### src/rtl/datapath_if.sv
// datapath_if: control, memory and debug signals between a controller and the datapath
interface datapath_if;
  logic        IRload, Aload, Bload, ALUOutLoad, MDRload, RegWrite;
  logic        MemRead, MemWrite, MemToReg, AddrSel;
  logic [1:0]  ALUSrcA, ALUSrcB;
  logic [2:0]  ALUOp;
  logic        PCWrite;
  logic [1:0]  PCSel;
  logic        Halt;
  logic [3:0]  opcode;
  logic        zero;
  logic [7:0]  mem_addr;
  logic [15:0] mem_wdata, mem_rdata;
  logic        mem_we, mem_re;
  logic        halted;
  logic [1:0]  dbg_sel;
  logic [15:0] dbg_reg;
  modport master (
    output IRload, Aload, Bload, ALUOutLoad, MDRload, RegWrite,
           MemRead, MemWrite, MemToReg, AddrSel, ALUSrcA, ALUSrcB, ALUOp,
           PCWrite, PCSel, Halt, mem_rdata, dbg_sel,
    input  opcode, zero, mem_addr, mem_wdata, mem_we, mem_re, halted, dbg_reg
  );
  modport slave (
    input  IRload, Aload, Bload, ALUOutLoad, MDRload, RegWrite,
           MemRead, MemWrite, MemToReg, AddrSel, ALUSrcA, ALUSrcB, ALUOp,
           PCWrite, PCSel, Halt, mem_rdata, dbg_sel,
    output opcode, zero, mem_addr, mem_wdata, mem_we, mem_re, halted, dbg_reg
  );
endinterface

### src/rtl/datapath.sv
// datapath: 16-bit multicycle datapath sequenced entirely by external control inputs
module datapath (
  input logic       clk,
  input logic       reset,
  datapath_if.slave bus
);
  logic [7:0]  r_pc;
  logic [15:0] r_ir, r_a, r_b, r_aluout, r_mdr;
  logic [15:0] r_rf [4];
  logic        r_halted;
  logic        w_frz;
  logic [15:0] w_opa, w_opb, w_alu, w_wb;
  logic [7:0]  w_pc_next;
  // operand muxes, ALU, PC source and writeback source
  always_comb begin
    w_frz = bus.Halt | r_halted;
    w_opa = bus.ALUSrcA[1] ? 16'h0000 : bus.ALUSrcA[0] ? r_a : {8'h00, r_pc};
    w_opb = bus.ALUSrcB == 2'd0 ? r_b :
            bus.ALUSrcB == 2'd1 ? 16'd1 :
            bus.ALUSrcB == 2'd2 ? {8'h00, r_ir[7:0]} : 16'h0000;
    w_alu = bus.ALUOp == 3'd0 ? w_opa + w_opb :
            bus.ALUOp == 3'd1 ? w_opa - w_opb :
            bus.ALUOp == 3'd2 ? w_opa & w_opb :
            bus.ALUOp == 3'd3 ? w_opa | w_opb :
            bus.ALUOp == 3'd4 ? w_opa ^ w_opb :
            bus.ALUOp == 3'd5 ? w_opb : 16'h0000;
    // an 8-bit add of the raw offset equals adding its sign extension modulo 256
    w_pc_next = bus.PCSel == 2'd0 ? w_alu[7:0] :
                bus.PCSel == 2'd1 ? r_pc + r_ir[7:0] :
                bus.PCSel == 2'd2 ? r_ir[7:0] : r_pc;
    w_wb = bus.MemToReg ? r_mdr : r_aluout;
  end
  assign bus.opcode    = r_ir[15:12];
  assign bus.zero      = r_a == 16'h0000;
  assign bus.mem_addr  = bus.AddrSel ? r_aluout[7:0] : r_pc;
  assign bus.mem_wdata = r_b;
  assign bus.mem_we    = bus.MemWrite & ~r_halted & ~bus.Halt;
  assign bus.mem_re    = bus.MemRead & ~bus.MemWrite & ~r_halted;
  assign bus.halted    = r_halted;
  assign bus.dbg_reg   = r_rf[bus.dbg_sel];
  // architectural state: loads honoured only while not halting, halt flag sticky until reset
  always_ff @(posedge clk) begin
    if (reset) begin
      r_pc     <= '0;
      r_ir     <= '0;
      r_a      <= '0;
      r_b      <= '0;
      r_aluout <= '0;
      r_mdr    <= '0;
      r_halted <= 1'b0;
      for (int i = 0; i < 4; i++) r_rf[i] <= '0;
    end else begin
      r_halted <= r_halted | bus.Halt;
      if (!w_frz) begin
        if (bus.IRload) r_ir <= bus.mem_rdata;
        if (bus.MDRload) r_mdr <= bus.mem_rdata;
        if (bus.Aload) r_a <= r_rf[r_ir[11:10]];
        if (bus.Bload) r_b <= r_rf[r_ir[9:8]];
        if (bus.ALUOutLoad) r_aluout <= w_alu;
        if (bus.PCWrite) r_pc <= w_pc_next;
        if (bus.RegWrite) r_rf[r_ir[11:10]] <= w_wb;
      end
    end
  end
endmodule

### src/flat_wrapper.sv
// flat-port wrapper written by rule: the top's interface ports become plain ports
module datapath_flat 
  (clk, reset, bus_IRload, bus_Aload, bus_Bload, bus_ALUOutLoad, bus_MDRload, bus_RegWrite, bus_MemRead, bus_MemWrite, bus_MemToReg, bus_AddrSel, bus_ALUSrcA, bus_ALUSrcB, bus_ALUOp, bus_PCWrite, bus_PCSel, bus_Halt, bus_mem_rdata, bus_dbg_sel, bus_opcode, bus_zero, bus_mem_addr, bus_mem_wdata, bus_mem_we, bus_mem_re, bus_halted, bus_dbg_reg);
  datapath_if bus_i ();
  input logic clk;
  input logic reset;
  input wire logic [$bits(bus_i.IRload)-1:0] bus_IRload;
  input wire logic [$bits(bus_i.Aload)-1:0] bus_Aload;
  input wire logic [$bits(bus_i.Bload)-1:0] bus_Bload;
  input wire logic [$bits(bus_i.ALUOutLoad)-1:0] bus_ALUOutLoad;
  input wire logic [$bits(bus_i.MDRload)-1:0] bus_MDRload;
  input wire logic [$bits(bus_i.RegWrite)-1:0] bus_RegWrite;
  input wire logic [$bits(bus_i.MemRead)-1:0] bus_MemRead;
  input wire logic [$bits(bus_i.MemWrite)-1:0] bus_MemWrite;
  input wire logic [$bits(bus_i.MemToReg)-1:0] bus_MemToReg;
  input wire logic [$bits(bus_i.AddrSel)-1:0] bus_AddrSel;
  input wire logic [$bits(bus_i.ALUSrcA)-1:0] bus_ALUSrcA;
  input wire logic [$bits(bus_i.ALUSrcB)-1:0] bus_ALUSrcB;
  input wire logic [$bits(bus_i.ALUOp)-1:0] bus_ALUOp;
  input wire logic [$bits(bus_i.PCWrite)-1:0] bus_PCWrite;
  input wire logic [$bits(bus_i.PCSel)-1:0] bus_PCSel;
  input wire logic [$bits(bus_i.Halt)-1:0] bus_Halt;
  input wire logic [$bits(bus_i.mem_rdata)-1:0] bus_mem_rdata;
  input wire logic [$bits(bus_i.dbg_sel)-1:0] bus_dbg_sel;
  output wire logic [$bits(bus_i.opcode)-1:0] bus_opcode;
  output wire logic [$bits(bus_i.zero)-1:0] bus_zero;
  output wire logic [$bits(bus_i.mem_addr)-1:0] bus_mem_addr;
  output wire logic [$bits(bus_i.mem_wdata)-1:0] bus_mem_wdata;
  output wire logic [$bits(bus_i.mem_we)-1:0] bus_mem_we;
  output wire logic [$bits(bus_i.mem_re)-1:0] bus_mem_re;
  output wire logic [$bits(bus_i.halted)-1:0] bus_halted;
  output wire logic [$bits(bus_i.dbg_reg)-1:0] bus_dbg_reg;
  assign bus_i.IRload = bus_IRload;
  assign bus_i.Aload = bus_Aload;
  assign bus_i.Bload = bus_Bload;
  assign bus_i.ALUOutLoad = bus_ALUOutLoad;
  assign bus_i.MDRload = bus_MDRload;
  assign bus_i.RegWrite = bus_RegWrite;
  assign bus_i.MemRead = bus_MemRead;
  assign bus_i.MemWrite = bus_MemWrite;
  assign bus_i.MemToReg = bus_MemToReg;
  assign bus_i.AddrSel = bus_AddrSel;
  assign bus_i.ALUSrcA = bus_ALUSrcA;
  assign bus_i.ALUSrcB = bus_ALUSrcB;
  assign bus_i.ALUOp = bus_ALUOp;
  assign bus_i.PCWrite = bus_PCWrite;
  assign bus_i.PCSel = bus_PCSel;
  assign bus_i.Halt = bus_Halt;
  assign bus_i.mem_rdata = bus_mem_rdata;
  assign bus_i.dbg_sel = bus_dbg_sel;
  assign bus_opcode = bus_i.opcode;
  assign bus_zero = bus_i.zero;
  assign bus_mem_addr = bus_i.mem_addr;
  assign bus_mem_wdata = bus_i.mem_wdata;
  assign bus_mem_we = bus_i.mem_we;
  assign bus_mem_re = bus_i.mem_re;
  assign bus_halted = bus_i.halted;
  assign bus_dbg_reg = bus_i.dbg_reg;
  datapath u_core (.clk(clk), .reset(reset), .bus(bus_i));
endmodule
### config.mk
export PLATFORM = sky130hd
export DESIGN_NAME = datapath_flat
export DESIGN_NICKNAME = d
export VERILOG_FILES = /design/src/rtl/datapath_if.sv /design/src/rtl/datapath.sv /design/src/flat_wrapper.sv
export SDC_FILE = /design/constraint.sdc
export NUM_CORES = 1
export LEC_CHECK = 0
export CORE_AREA = 3 3 147 149
export DETAILED_ROUTE_END_ITERATION = 8
export DIE_AREA = 0 0 150 152
export GPL_ROUTABILITY_DRIVEN = 0
export PLACE_DENSITY = 0.7
export SYNTH_ARGS = -nofsm -noshare
export SYNTH_HDL_FRONTEND = slang
export SYNTH_SLANG_ARGS = --single-unit
### constraint.sdc
create_clock -name clk -period 10.8 [get_ports clk]
set_input_delay 2.16 -clock clk [delete_from_list [all_inputs] [get_ports clk]]
set_output_delay 2.16 -clock clk [all_outputs]
set_load 0.1 [all_outputs]
# Word level (Yosys, flattened, before mapping)
# Memory sizes are Yosys's and may differ from the RTL's. A register that Yosys moved wholly into a read port is not among the register bits.
# Cells that the tools add are included.
totals:
  output_inout_bits: 48
  n_memories: 1
  ram_bits: 64
  ff_bits: 57
op_classes:
  bitwise_logic: 12
  n_mux: 25
  reduce_logical: 12
  add_sub_neg: 3
  n_eq_ne: 9
memory_table:
  columns: ["name", "depth", "word_bits", "rd", "rd_ports_with_merged_regs", "write_ports", "line_no", "rtl"]
  rows:
  - ["u_core.r_rf", 4, 16, 3, 2, 4, "datapath.sv:9", "logic [15:0] r_rf [4];"]
op_table:
  columns: ["operator", "count"]
  rows:
  - ["$mux W16", 12]
  - ["$mux W8", 5]
  - ["$add A16 B16 Y16", 1]
  - ["$and A16 B16 Y16", 1]
  - ["$logic_not A16 Y1", 1]
  - ["$or A16 B16 Y16", 1]
  - ["$reduce_or A16 Y1", 1]
  - ["$sub A16 B16 Y16", 1]
  - ["$xor A16 B16 Y16", 1]
  - ["$reduce_and A2 Y1", 5]
  - ["$add A8 B8 Y8", 1]
  - ["$mux W1", 7]
  - ["$eq A3 B2 Y1 const B", 2]
  - ["$eq A3 B3 Y1 const B", 2]
  - ["$and A1 B1 Y1", 4]
  - ["$eq A2 B1 Y1 const B", 2]
  - ["$eq A2 B2 Y1 const B", 2]
  - ["$logic_not A2 Y1", 2]
  - ["$not A1 Y1", 4]
  - ["$eq A3 B1 Y1 const B", 1]
  - ["$logic_not A3 Y1", 1]
  - ["$reduce_and A3 Y1", 1]
  - ["$reduce_bool A3 Y1", 1]
  - ["$mux W2", 1]
  - ["$or A1 B1 Y1", 1]

# Logic depth before layout (Yosys ltp)
# Gate-level depths: netlist of run 1.
depth:
  depth_word: 11
  ltp_mapped: 13

# Least setup slack after synthesis of run 1
# No wires, ideal clock.
synth_path:
  path_kind: "in2out"
  startpoint: "input bus_AddrSel"
  endpoint: "output bus_mem_addr[1]"
  cell_stages: 2
  path_slack_ps: 4150
  n_path_buf: 1
  arrival_time_ps: 4490
  path_cell_list: "clkbuf_1 > o21ai_0"
synth_between:
  elab_chain_cells: 1
synth_rtl:
  columns: ["item", "line_no", "rtl"]
  rows:
  - ["start, declared", "flat_wrapper.sv:16", "input wire logic [$bits(bus_i.AddrSel)-1:0] bus_AddrSel;"]
  - ["$mux W8", "datapath.sv:35", "assign bus.mem_addr = bus.AddrSel ? r_aluout[7:0] : r_pc;"]
  - ["end, declared", "flat_wrapper.sv:27", "output wire logic [$bits(bus_i.mem_addr)-1:0] bus_mem_addr;"]
# Every way passes these cells.

# Worst setup path in the final report of run 1
layout_path:
  startpoint: "input bus_dbg_sel[0]"
  endpoint: "output bus_dbg_reg[8]"
layout_between:
  elab_chain_cells: 1
layout_rtl:
  columns: ["item", "line_no", "rtl"]
  rows:
  - ["start, declared", "flat_wrapper.sv:24", "input wire logic [$bits(bus_i.dbg_sel)-1:0] bus_dbg_sel;"]
  - ["$mem_v2 Z4 W16", null, null]
  - ["end, declared", "flat_wrapper.sv:32", "output wire logic [$bits(bus_i.dbg_reg)-1:0] bus_dbg_reg;"]
# Every way passes these cells.

==> reports/qor.csv, run 1 <==
stage,metric,value,unit
place,Inst Count DP,1406,
yosys,sequential area share after synthesis,36.4,%
timing,f_max,0.139,GHz
routing,detailed router's first-iteration violation count,843,
cells_and_area,final non-filler cell total,1438,
floorplan,row cnt,52,
clocking,setup bufs post-CTS,0,
clocking,clock transition at the registers of the reported paths,0.06,ns
worst_setup_path,r2r endpoint,u_core.r_aluout[14],
routing,DR WL/cell,20.9,µm
pwr,P_leak,4.40,nW
global_routing,total track usage,26.0,%
global_routing,pin count of the biggest net entering global routing,61,
run_status,status,finished clean,
pwr,Tot Pwr,1.59,mW
cells_and_area,Filler Cells Inserted,1777,
routing,vias,8777,
place,Post-Place Worst Slack,3.57,ns
yosys,Yosys warnings,0,
clocking,Resized Gates After CTS,0,
yosys,largest cells by area after synthesis,"edfxtp_1 19%, dfxtp_1 18%, mux4_2 11%, nand2_1 6.9%, ha_1 6.6%",
pwr,P per Cell Area,136,mW/mm²
cells_and_area,ratio of cells with drive above 1 in the final layout,9.93,%
worst_setup_path,Worst Path Required,8.64,ns
global_routing,global-route wire length before repair,46.9,mm
yosys,synthesized instance count,1124,
worst_hold_path,Hold Path End,u_core.r_mdr[2],
global_routing,vias in the first global route,8387,
clocking,htree depth,4,
yosys,Synth top area share,18.9,%
yosys,syn avg cell area,9.05,µm²
global_routing,gr ovfl total,0,
yosys,post-synth top area cell,edfxtp_1,
floorplan,floorplan core area,0.0203,mm²
timing,Worst Clk Skew,0.00855,ns
timing,setup violators final,0,
yosys,top_reg_cell synth,dfxtp_1,
routing,Remaining DRCs,0,
worst_setup_path,worst path arrival time,5.06,ns
floorplan,Die Span X,150,µm
timing,unrepaired setup endpoints after global routing,no,
worst_setup_path,r2r setup slk,7.38,ns
worst_setup_path,Reg-to-Reg Start,u_core.bus.mem_wdata[0],
worst_setup_path,Reg2Reg Depth,11,
timing,setup TNS,0,ns
worst_hold_path,Hold Startpoint,u_core.r_mdr[2],
timing,fin. max-slew vios,0,
routing,DR vias/cell,6.10,
yosys,Synth Cell Area,0.0102,mm²
cells_and_area,# diodes,0,
worst_hold_path,Hold Crit Class,reg2reg,
yosys,Post-synth EDFFs,64,
pwr,peak supply drop,0.000110,V
clocking,total CTS buffers,17,
clocking,CTS sink cnt,153,
place,hpwl dp,21.9,mm
clocking,Root Buffer,clkbuf_16,
timing,crit share post-route,66.8,%
floorplan,Die Y-Extent,152,µm
floorplan,die area,0.0228,mm²
global_routing,initial antenna violation count,0,
clocking,clock buffer depth,2,
routing,Pre-antenna DRT Iters,5,
worst_setup_path,worst setup path category,in2out,
timing,Slew HR,21.9,%
cells_and_area,fin util,57.5,%
timing,Slew @ Worst Pin,1.17,ns
yosys,Unique masters post-synth,70,
timing,fin crit period,7.22,ns
cells_and_area,"Area growth, synth to finish",14.9,%
cells_and_area,nets,1253,
yosys,Synth Net Count,1222,
place,Port Buffers,88,
worst_setup_path,startpoint class of the critical path,primary input,
worst_hold_path,Hold Path Stages,2,
worst_setup_path,highest net fanout along the worst path,16,
yosys,number of synthesized register bits,153,
routing,Routed Antenna Nets,0,
clocking,cts-stage hold buffer count,0,
timing,Final WS setup,3.58,ns
floorplan,Initial Util,50.1,%
clocking,CTS tree,built,
clocking,worst skew pair latency,0.42,ns
job,max cap viols,0,
worst_setup_path,CP Capture Type,primary output,
floorplan,Top Ports,89,
routing,Final Routed Wirelength,30.1,mm
timing,Final Hold Fails,0,
yosys,"Async S/R FF share, synth",0,%
==> worst max path at each step <==
stage / from / end / slack (ns) / cells after the start
floorplan: bus_AddrSel / bus_mem_addr[1] / 4.15 / 2
global placement: bus_dbg_sel[0] / bus_dbg_reg[2] / 3.61 / 3
detailed placement: bus_dbg_sel[0] / bus_dbg_reg[6] / 3.57 / 3
CTS: bus_dbg_sel[0] / bus_dbg_reg[8] / 3.54 / 3
global route: bus_dbg_sel[0] / bus_dbg_reg[8] / 3.44 / 3
finish: bus_dbg_sel[0] / bus_dbg_reg[8] / 3.58 / 3
==> stage by stage <==
| step | hold WS (ns) | instance area [µm²] |
|---|---|---|
| 2_1_floorplan | 0.436 | 10200 |
| 3_3_place_gp | 0.441 | 11100 |
| 3_5_place_dp | 0.448 | 11100 |
| 4_1_cts | 0.456 | 11700 |
| 5_1_grt | 0.473 | 11700 |
| 6_report | 0.451 | 11700 |
==> critical path, cell delays in order <==
cell and delay, ns:
clkdlybuf4s50_1 1.25, mux4_2 0.65, clkdlybuf4s50_1 0.99
==> flip-flops by register name, indices dropped and copies added (netlist names) <==
register and flops:
u_core.r_ir 16, u_core.r_mdr 16, u_core.r_rf 64, u_core.r_a 16, u_core.r_aluout 16, u_core.r_pc 8
u_core.bus.halted 1, u_core.bus.mem_wdata 16
==> cell usage after synthesis, types with 12 or more instances <==
cell,number
mux4_2,48
nor3_1,14
a21oi_1,102
o21ai_0,25
dfxtp_1,89
mux2i_1,45
clkbuf_1,55
xnor2_1,13
nand2b_1,14
inv_1,50
edfxtp_1,64
ha_1,54
nor2_1,129
buf_2,21
or2_2,12
nand2_1,187
a211oi_1,20
nor2b_1,12
==> layout by cell type (no fill, tap or decap), types with 13 or more instances in the layout <==
cell,n
edfxtp_1,64
nand2_1,187
clkdlybuf4s50_1,86
nor2_1,129
dfxtp_1,89
a21oi_1,102
clkbuf_16,17
nor3_1,14
mux4_2,48
a211oi_1,20
inv_1,50
xnor2_1,13
mux2i_1,45
ha_1,54
nand2b_1,14
o21ai_0,25
==> layer usage <==
metal	up-vias	track usage [%]	routed length, µm
li1	4053	-	-
met1	4209	37.4	12600
met2	467	40.9	14000
met3	48	4.05	2810
met4	0	7.19	597
met5	-	0	0
==> power by group <==
part / total (mW) / switching (mW) / internal [mW]
logic: 0.317 / 0.210 / 0.106
registers: 0.650 / 0.0238 / 0.626
clock network: 0.624 / 0.238 / 0.386
total: 1.59 / 0.472 / 1.12
==> layout make-up <==
| type | count | area, µm² | share of cell area, % |
|---|---|---|---|
| inverter | 53 | 199 | 1.70 |
| clock inverter | 12 | 176 | 1.51 |
| tap | 270 | 338 | 2.89 |
| clock buffer | 20 | 437 | 3.74 |
| multi-input combinational | 835 | 5900 | 50.5 |
| sequential | 153 | 3700 | 31.7 |
| timing repair buffer | 95 | 926 | 7.93 |
==> kinds of logic after synthesis <==
group	share of synthesized area [%]
compound gates	15.2
buf+inv	5.54
mux	16.1
xor+xnor	1.38
flops	36.4
simple gates	18.2
fa+ha+maj	7.24
Note: power is estimated with default switching activity, not from simulation.
==> run 2, diff against run 1 <==
==> constraint.sdc (replaced) <==
create_clock -name clk -period 7.1 [get_ports clk]
set_input_delay 1.42 -clock clk [delete_from_list [all_inputs] [get_ports clk]]
set_output_delay 1.42 -clock clk [all_outputs]
set_load 0.1 [all_outputs]
==> run 2 against run 1 <==
Effect of this change: flip-flop and latch count stayed put; final area fell by 0.47%; non-clock buffer count grew 2; power is 46% higher; sequential power rose by 52%; clock power up 37%; critical path depth is the same; combinational power is 52% higher; wire length decreased by 1.8%; utilization fell by 0.27 points; critical path type unchanged.
==> reports/qor.csv, run 2 (synthesized netlist as in run 1, its figures left out) <==
stage,metric,value,unit,change
place,Port Buffers,88,,unchanged
routing,Final Routed Wirelength,29.6,mm,-1.8%
pwr,P_leak,4.39,nW,-0.29%
clocking,clock transition at the registers of the reported paths,0.06,ns,about the same
clocking,Resized Gates After CTS,0,,unchanged
clocking,cts-stage hold buffer count,0,,unchanged
pwr,Logic pwr share,20.7,%,+0.8 points
worst_setup_path,"most used cell, CP",clkdlybuf4s50_1,,
place,"Cell Area, Placed",0.0111,mm²,+0.14%
pwr,P_int,1.62,mW,+45%
timing,fin. max-slew vios,0,,unchanged
floorplan,Initial Util,50.1,%,unchanged
timing,Worst Clk Skew,0.00899,ns,+0.000437 ns
clocking,CTS sink cnt,153,,unchanged
global_routing,vias in the first global route,8242,,-1.7%
clocking,htree depth,4,,unchanged
clocking,total CTS buffers,17,,unchanged
place,hpwl dp,21.7,mm,-1.2%
clocking,Root Buffer,clkbuf_16,,
floorplan,Top Ports,89,,unchanged
routing,DR vias/cell,6.07,,-0.63%
pwr,net switching power,0.701,mW,+48%
cells_and_area,nets,1255,,+0.16%
timing,setup violators final,0,,unchanged
timing,fin crit period,5.40,ns,
worst_hold_path,Hold Crit Class,reg2reg,,
timing,crit share post-route,76.1,%,
worst_setup_path,"Max stage delay cell, worst path",clkdlybuf4s50_1,,
routing,Pre-antenna DRT Iters,5,,unchanged
global_routing,gr ovfl total,0,,unchanged
floorplan,row cnt,52,,unchanged
worst_setup_path,worst path arrival time,3.98,ns,-1.08 ns
worst_setup_path,worst setup path category,in2out,,
cells_and_area,"commonest non-fill, non-tap cells in the layout","187 x nand2_1, 129 x nor2_1, 102 x a21oi_1",,
timing,Final Hold Fails,0,,unchanged
cells_and_area,ratio of cells with drive above 1 in the final layout,9.84,%,-0.094 points
timing,unrepaired setup endpoints after global routing,no,,
clocking,setup bufs post-CTS,0,,unchanged
cells_and_area,combined area of the multi-input logic cells,0.00590,mm²,unchanged
global_routing,global-route wire length before repair,46.1,mm,-1.5%
cells_and_area,"most common cell after layout, fill and taps aside",nand2_1,,
worst_setup_path,largest delay contributor family on the critical path,buffers and inverters,,
routing,Remaining DRCs,0,,unchanged
floorplan,die area,0.0228,mm²,unchanged
global_routing,initial antenna violation count,0,,unchanged
floorplan,Die Span X,150,µm,unchanged
cells_and_area,final instance area,0.0116,mm²,-0.47%
routing,Routed Antenna Nets,0,,unchanged
cells_and_area,fin util,57.3,%,-0.27 points
timing,setup TNS,0,ns,unchanged
worst_setup_path,CP Capture Type,primary output,,
job,max cap viols,0,,unchanged
pwr,P per Cell Area,200,mW/mm²,+47%
routing,vias,8728,,-0.56%
worst_setup_path,Worst Path Required,5.68,ns,-2.96 ns
pwr,Clk pwr share,36.7,%,-2.5 points
worst_setup_path,highest net fanout along the worst path,16,,unchanged
pwr,sw frac,30.2,%,+0.49 points
worst_setup_path,CP Cell Sequence,"clkdlybuf4s50_1, mux4_2, clkdlybuf4s50_1",,
cells_and_area,Sequential Area,0.00370,mm²,unchanged
timing,Slew HR,28.8,%,+6.9 points
routing,detailed router's first-iteration violation count,752,,-11%
clocking,worst skew pair latency,0.43,ns,about the same
floorplan,Die Y-Extent,152,µm,unchanged
worst_setup_path,CP bufs+invs,2,,unchanged
cells_and_area,Largest Register,u_core.r_rf,,
cells_and_area,# diodes,0,,unchanged
run_status,status,finished clean,,
clocking,CTS tree,built,,
cells_and_area,Largest register FFs,64,,unchanged
floorplan,floorplan core area,0.0203,mm²,unchanged
pwr,Seq pwr share,42.6,%,+1.7 points
timing,f_max,0.185,GHz,
global_routing,pin count of the biggest net entering global routing,81,,+33%
worst_setup_path,CP max stage delay,1.14,ns,-0.11 ns
worst_setup_path,startpoint class of the critical path,primary input,,
clocking,clock buffer depth,2,,unchanged
timing,Slew @ Worst Pin,1.06,ns,-0.103 ns
cells_and_area,Filler Cells Inserted,1813,,+2.0%
pwr,peak supply drop,0.000177,V,+62%
cells_and_area,"Area growth, synth to finish",14.3,%,
routing,DR WL/cell,20.5,µm,-1.9%
global_routing,total track usage,25.8,%,-0.18 points
[run 2: power groups by stage]
stage          registers [mW]  logic [mW]  clock network [mW]
2_1_floorplan            1.01       0.334                   0
3_3_place_gp             1.01       0.474                   0
3_5_place_dp             1.01       0.476                   0
4_1_cts                 0.988       0.479               0.857
5_1_grt                 0.993       0.511               0.892
6_report                0.989       0.482               0.853
[run 2: path summary, 6_finish.rpt]
path	start	end	slack, ns	cells past startpoint
worst max register to register	u_core.bus.mem_wdata[0]	u_core.r_aluout[12]	3.68	11
worst min register to register	u_core.r_mdr[0]	u_core.r_mdr[0]	0.45	2
worst max-delay path	bus_dbg_sel[1]	bus_dbg_reg[7]	1.70	3
worst min-delay path	u_core.r_mdr[0]	u_core.r_mdr[0]	0.45	2
[run 2: worst register-to-register path: stages, from the launching register on]
cell and delay, ns:
dfxtp_1 0.35, nor3_1 0.20, a21oi_1 0.13, ha_1 0.32, fa_1 0.47, a211oi_1 0.41
o21ai_1 0.19, a221oi_2 0.38, o21ai_1 0.16, xnor2_1 0.14, a221oi_1 0.44, nor3_1 0.09
[run 2: routing by layer]
| metal | vias to the layer above | wire [µm] | GRT usage, % |
|---|---|---|---|
| met3 | 36 | 2530 | 4.50 |
| li1 | 4076 | - | - |
| met4 | 0 | 407 | 7.41 |
| met1 | 4205 | 12800 | 36.5 |
| met2 | 411 | 13800 | 40.9 |
| met5 | - | 0 | 0 |
[run 2: final cells by class]
cell class / instances / area share [%]
repair buffers: 97 / 8.09
multi-input cells: 835 / 50.8
inverters: 53 / 1.71
flip-flops and latches: 153 / 31.9
clock inverters: 11 / 0.915
clock buffers: 20 / 3.76
well taps: 270 / 2.91
[run 2: through the flow]
step	hold slack, ns	instances	setup slack (ns)	power, mW
2_1_floorplan	0.436	1124	1.93	1.35
3_3_place_gp	0.442	1408	1.76	1.48
3_5_place_dp	0.446	1408	1.69	1.48
4_1_cts	0.455	1439	1.69	2.32
5_1_grt	0.474	1439	1.63	2.40
6_report	0.454	1439	1.70	2.32
==> run 3, diff against run 2 <==
==> constraint.sdc (replaced) <==
create_clock -name clk -period 5.05 [get_ports clk]
set_input_delay 1.01 -clock clk [delete_from_list [all_inputs] [get_ports clk]]
set_output_delay 1.01 -clock clk [all_outputs]
set_load 0.1 [all_outputs]
==> run 3 against run 2 <==
Effect of this change: global-route usage rose by 0.57 points; final cell count is 0.56% higher; clock-buffer cell count is 3 lower; largest cell class unchanged; largest power group unchanged.
==> reports/qor.csv, run 3 (synthesized netlist as in run 1, its figures left out) <==
stage,metric,value,unit,change
cells_and_area,# diodes,0,,unchanged
timing,Final WS setup,0.751,ns,-0.949 ns
pwr,Seq pwr share,41.6,%,-1.0 points
clocking,CTS tree,built,,
floorplan,Die Span X,150,µm,unchanged
clocking,Resized Gates After CTS,0,,unchanged
floorplan,row cnt,52,,unchanged
worst_setup_path,highest net fanout along the worst path,12,,-4
cells_and_area,"most common cell after layout, fill and taps aside",nand2_1,,
clocking,htree depth,4,,unchanged
global_routing,total track usage,26.4,%,+0.57 points
timing,Slew HR,23.0,%,-5.8 points
pwr,P_leak,4.48,nW,+2.1%
pwr,net switching power,1.05,mW,+49%
clocking,setup bufs post-CTS,0,,unchanged
clocking,total CTS buffers,17,,unchanged
cells_and_area,"commonest non-fill, non-tap cells in the layout","187 x nand2_1, 129 x nor2_1, 102 x a21oi_1",,
timing,fin. max-slew vios,0,,unchanged
global_routing,vias in the first global route,8318,,+0.92%
place,Post-Place Worst Slack,0.462,ns,-1.23 ns
timing,setup TNS,0,ns,unchanged
worst_setup_path,CP max stage delay,0.83,ns,-0.31 ns
clocking,clock transition at the registers of the reported paths,0.07,ns,about the same
clocking,worst skew pair latency,0.42,ns,about the same
run_status,status,finished clean,,
timing,Worst Clk Skew,0.0119,ns,+0.00293 ns
cells_and_area,final non-filler cell total,1447,,+0.56%
worst_setup_path,Reg2Reg Depth,10,,-1
cells_and_area,Filler Cells Inserted,1809,,-0.22%
worst_setup_path,CP Cell Sequence,"clkdlybuf4s50_1, mux2i_1, or2_2, ha_1, a2111oi_0, o21ai_1, a221oi_2, nor3b_1, or3_1, a21oi_1, o41ai_1",,
pwr,Logic pwr share,20.2,%,-0.5 points
timing,setup violators final,0,,unchanged
worst_hold_path,Hold Path Stages,2,,unchanged
routing,detailed router's first-iteration violation count,815,,+8.4%
worst_setup_path,worst path arrival time,4.58,ns,+0.60 ns
timing,Final Hold Fails,0,,unchanged
cells_and_area,final instance area,0.0117,mm²,+0.29%
timing,crit share post-route,85.1,%,
pwr,peak supply drop,0.000233,V,+31%
worst_setup_path,worst setup path category,in2reg,,
routing,Final Routed Wirelength,30.2,mm,+2.3%
routing,vias,8784,,+0.64%
place,"Cell Area, Placed",0.0111,mm²,about the same
routing,DR WL/cell,20.9,µm,+1.8%
clocking,CTS sink cnt,153,,unchanged
cells_and_area,ratio of cells with drive above 1 in the final layout,13.0,%,+3.2 points
timing,unrepaired setup endpoints after global routing,no,,
cells_and_area,Largest register FFs,64,,unchanged
floorplan,Top Ports,89,,unchanged
floorplan,floorplan core area,0.0203,mm²,unchanged
global_routing,global-route wire length before repair,47.3,mm,+2.5%
worst_setup_path,startpoint class of the critical path,primary input,,
cells_and_area,nets,1262,,+0.56%
worst_setup_path,"Max stage delay cell, worst path",clkdlybuf4s50_1,,
routing,Pre-antenna DRT Iters,6,,+1
global_routing,gr ovfl total,0,,unchanged
pwr,P per Cell Area,287,mW/mm²,+44%
place,hpwl dp,21.9,mm,+1.2%
timing,fin crit period,4.30,ns,
cells_and_area,Sequential Area,0.00370,mm²,unchanged
worst_hold_path,Hold Crit Class,reg2reg,,
routing,Remaining DRCs,0,,unchanged
job,max cap viols,0,,unchanged
pwr,Clk pwr share,38.3,%,+1.6 points
place,Inst Count DP,1415,,+0.50%
timing,f_max,0.233,GHz,
clocking,clock buffer depth,2,,unchanged
cells_and_area,combined area of the multi-input logic cells,0.00590,mm²,unchanged
clocking,cts-stage hold buffer count,0,,unchanged
floorplan,Initial Util,50.1,%,unchanged
clocking,Root Buffer,clkbuf_16,,
routing,DR vias/cell,6.07,,about the same
cells_and_area,Largest Register,u_core.r_rf,,
timing,Slew @ Worst Pin,1.15,ns,+0.0871 ns
pwr,Tot Pwr,3.35,mW,+44%
worst_setup_path,CP Capture Type,flop,,
cells_and_area,fin util,57.4,%,+0.17 points
pwr,sw frac,31.3,%,+1.1 points
global_routing,initial antenna violation count,0,,unchanged
floorplan,die area,0.0228,mm²,unchanged
worst_setup_path,Worst Path Required,5.33,ns,-0.35 ns
cells_and_area,"Area growth, synth to finish",14.7,%,
global_routing,pin count of the biggest net entering global routing,80,,-1.2%
pwr,P_int,2.30,mW,+42%
floorplan,Die Y-Extent,152,µm,unchanged
routing,Routed Antenna Nets,0,,unchanged
timing,hold slack final,0.458,ns,+0.00369 ns
place,Port Buffers,88,,unchanged
## run 3: cell types whose count changed in the layout (fill, tap and decap cells not counted), sizes merged
| cell | before | now |
|---|---|---|
| buf | 11 | 43 |
| clkdlybuf4s50 | 86 | 61 |
| inv | 53 | 59 |
| clkbuf | 20 | 17 |
| clkinv | 7 | 5 |
## run 3: power groups by stage
stage	clock network (mW)	registers [mW]	logic, mW
detailed placement	0	1.42	0.667
floorplan	0	1.43	0.469
global placement	0	1.41	0.664
global route	1.34	1.40	0.714
CTS	1.29	1.39	0.670
finish	1.28	1.39	0.675
## run 3: path summary, 6_finish.rpt
path / from / endpoint / slack [ns]
max reg2reg: u_core.bus.mem_wdata[7] / u_core.r_aluout[14] / 1.80
min reg2reg: u_core.r_mdr[4] / u_core.r_mdr[4] / 0.46
min: u_core.r_mdr[4] / u_core.r_mdr[4] / 0.46
max: bus_ALUSrcB[1] / u_core.r_aluout[14] / 0.75
## run 3: per-layer routing
layer  track usage (%)  share of wire (%)  vias up
met1              38.7                 43     4274
met5                 0                  0        -
met2              41.1                 46      377
met3              4.02                8.5       55
li1                  -                  -     4078
met4              6.80                2.1        0
## run 3: cell type report
class | count | share of cell area [%]
Sequential cell | 153 | 31.8
Tap cell | 270 | 2.90
Clock inverter | 15 | 1.38
Clock buffer | 17 | 3.65
Multi-Input combinational cell | 835 | 50.6
Timing Repair Buffer | 104 | 7.98
Inverter | 53 | 1.71
## run 3: worst max-delay path: cells and delay by family
family                     cells  cell delay [ns]
muxes                          1             0.18
and+or+nand+nor                3             0.77
AOI/OAI and AO/OA              5             1.31
buffers and inverters          1             0.83
adders and majority gates      1             0.47
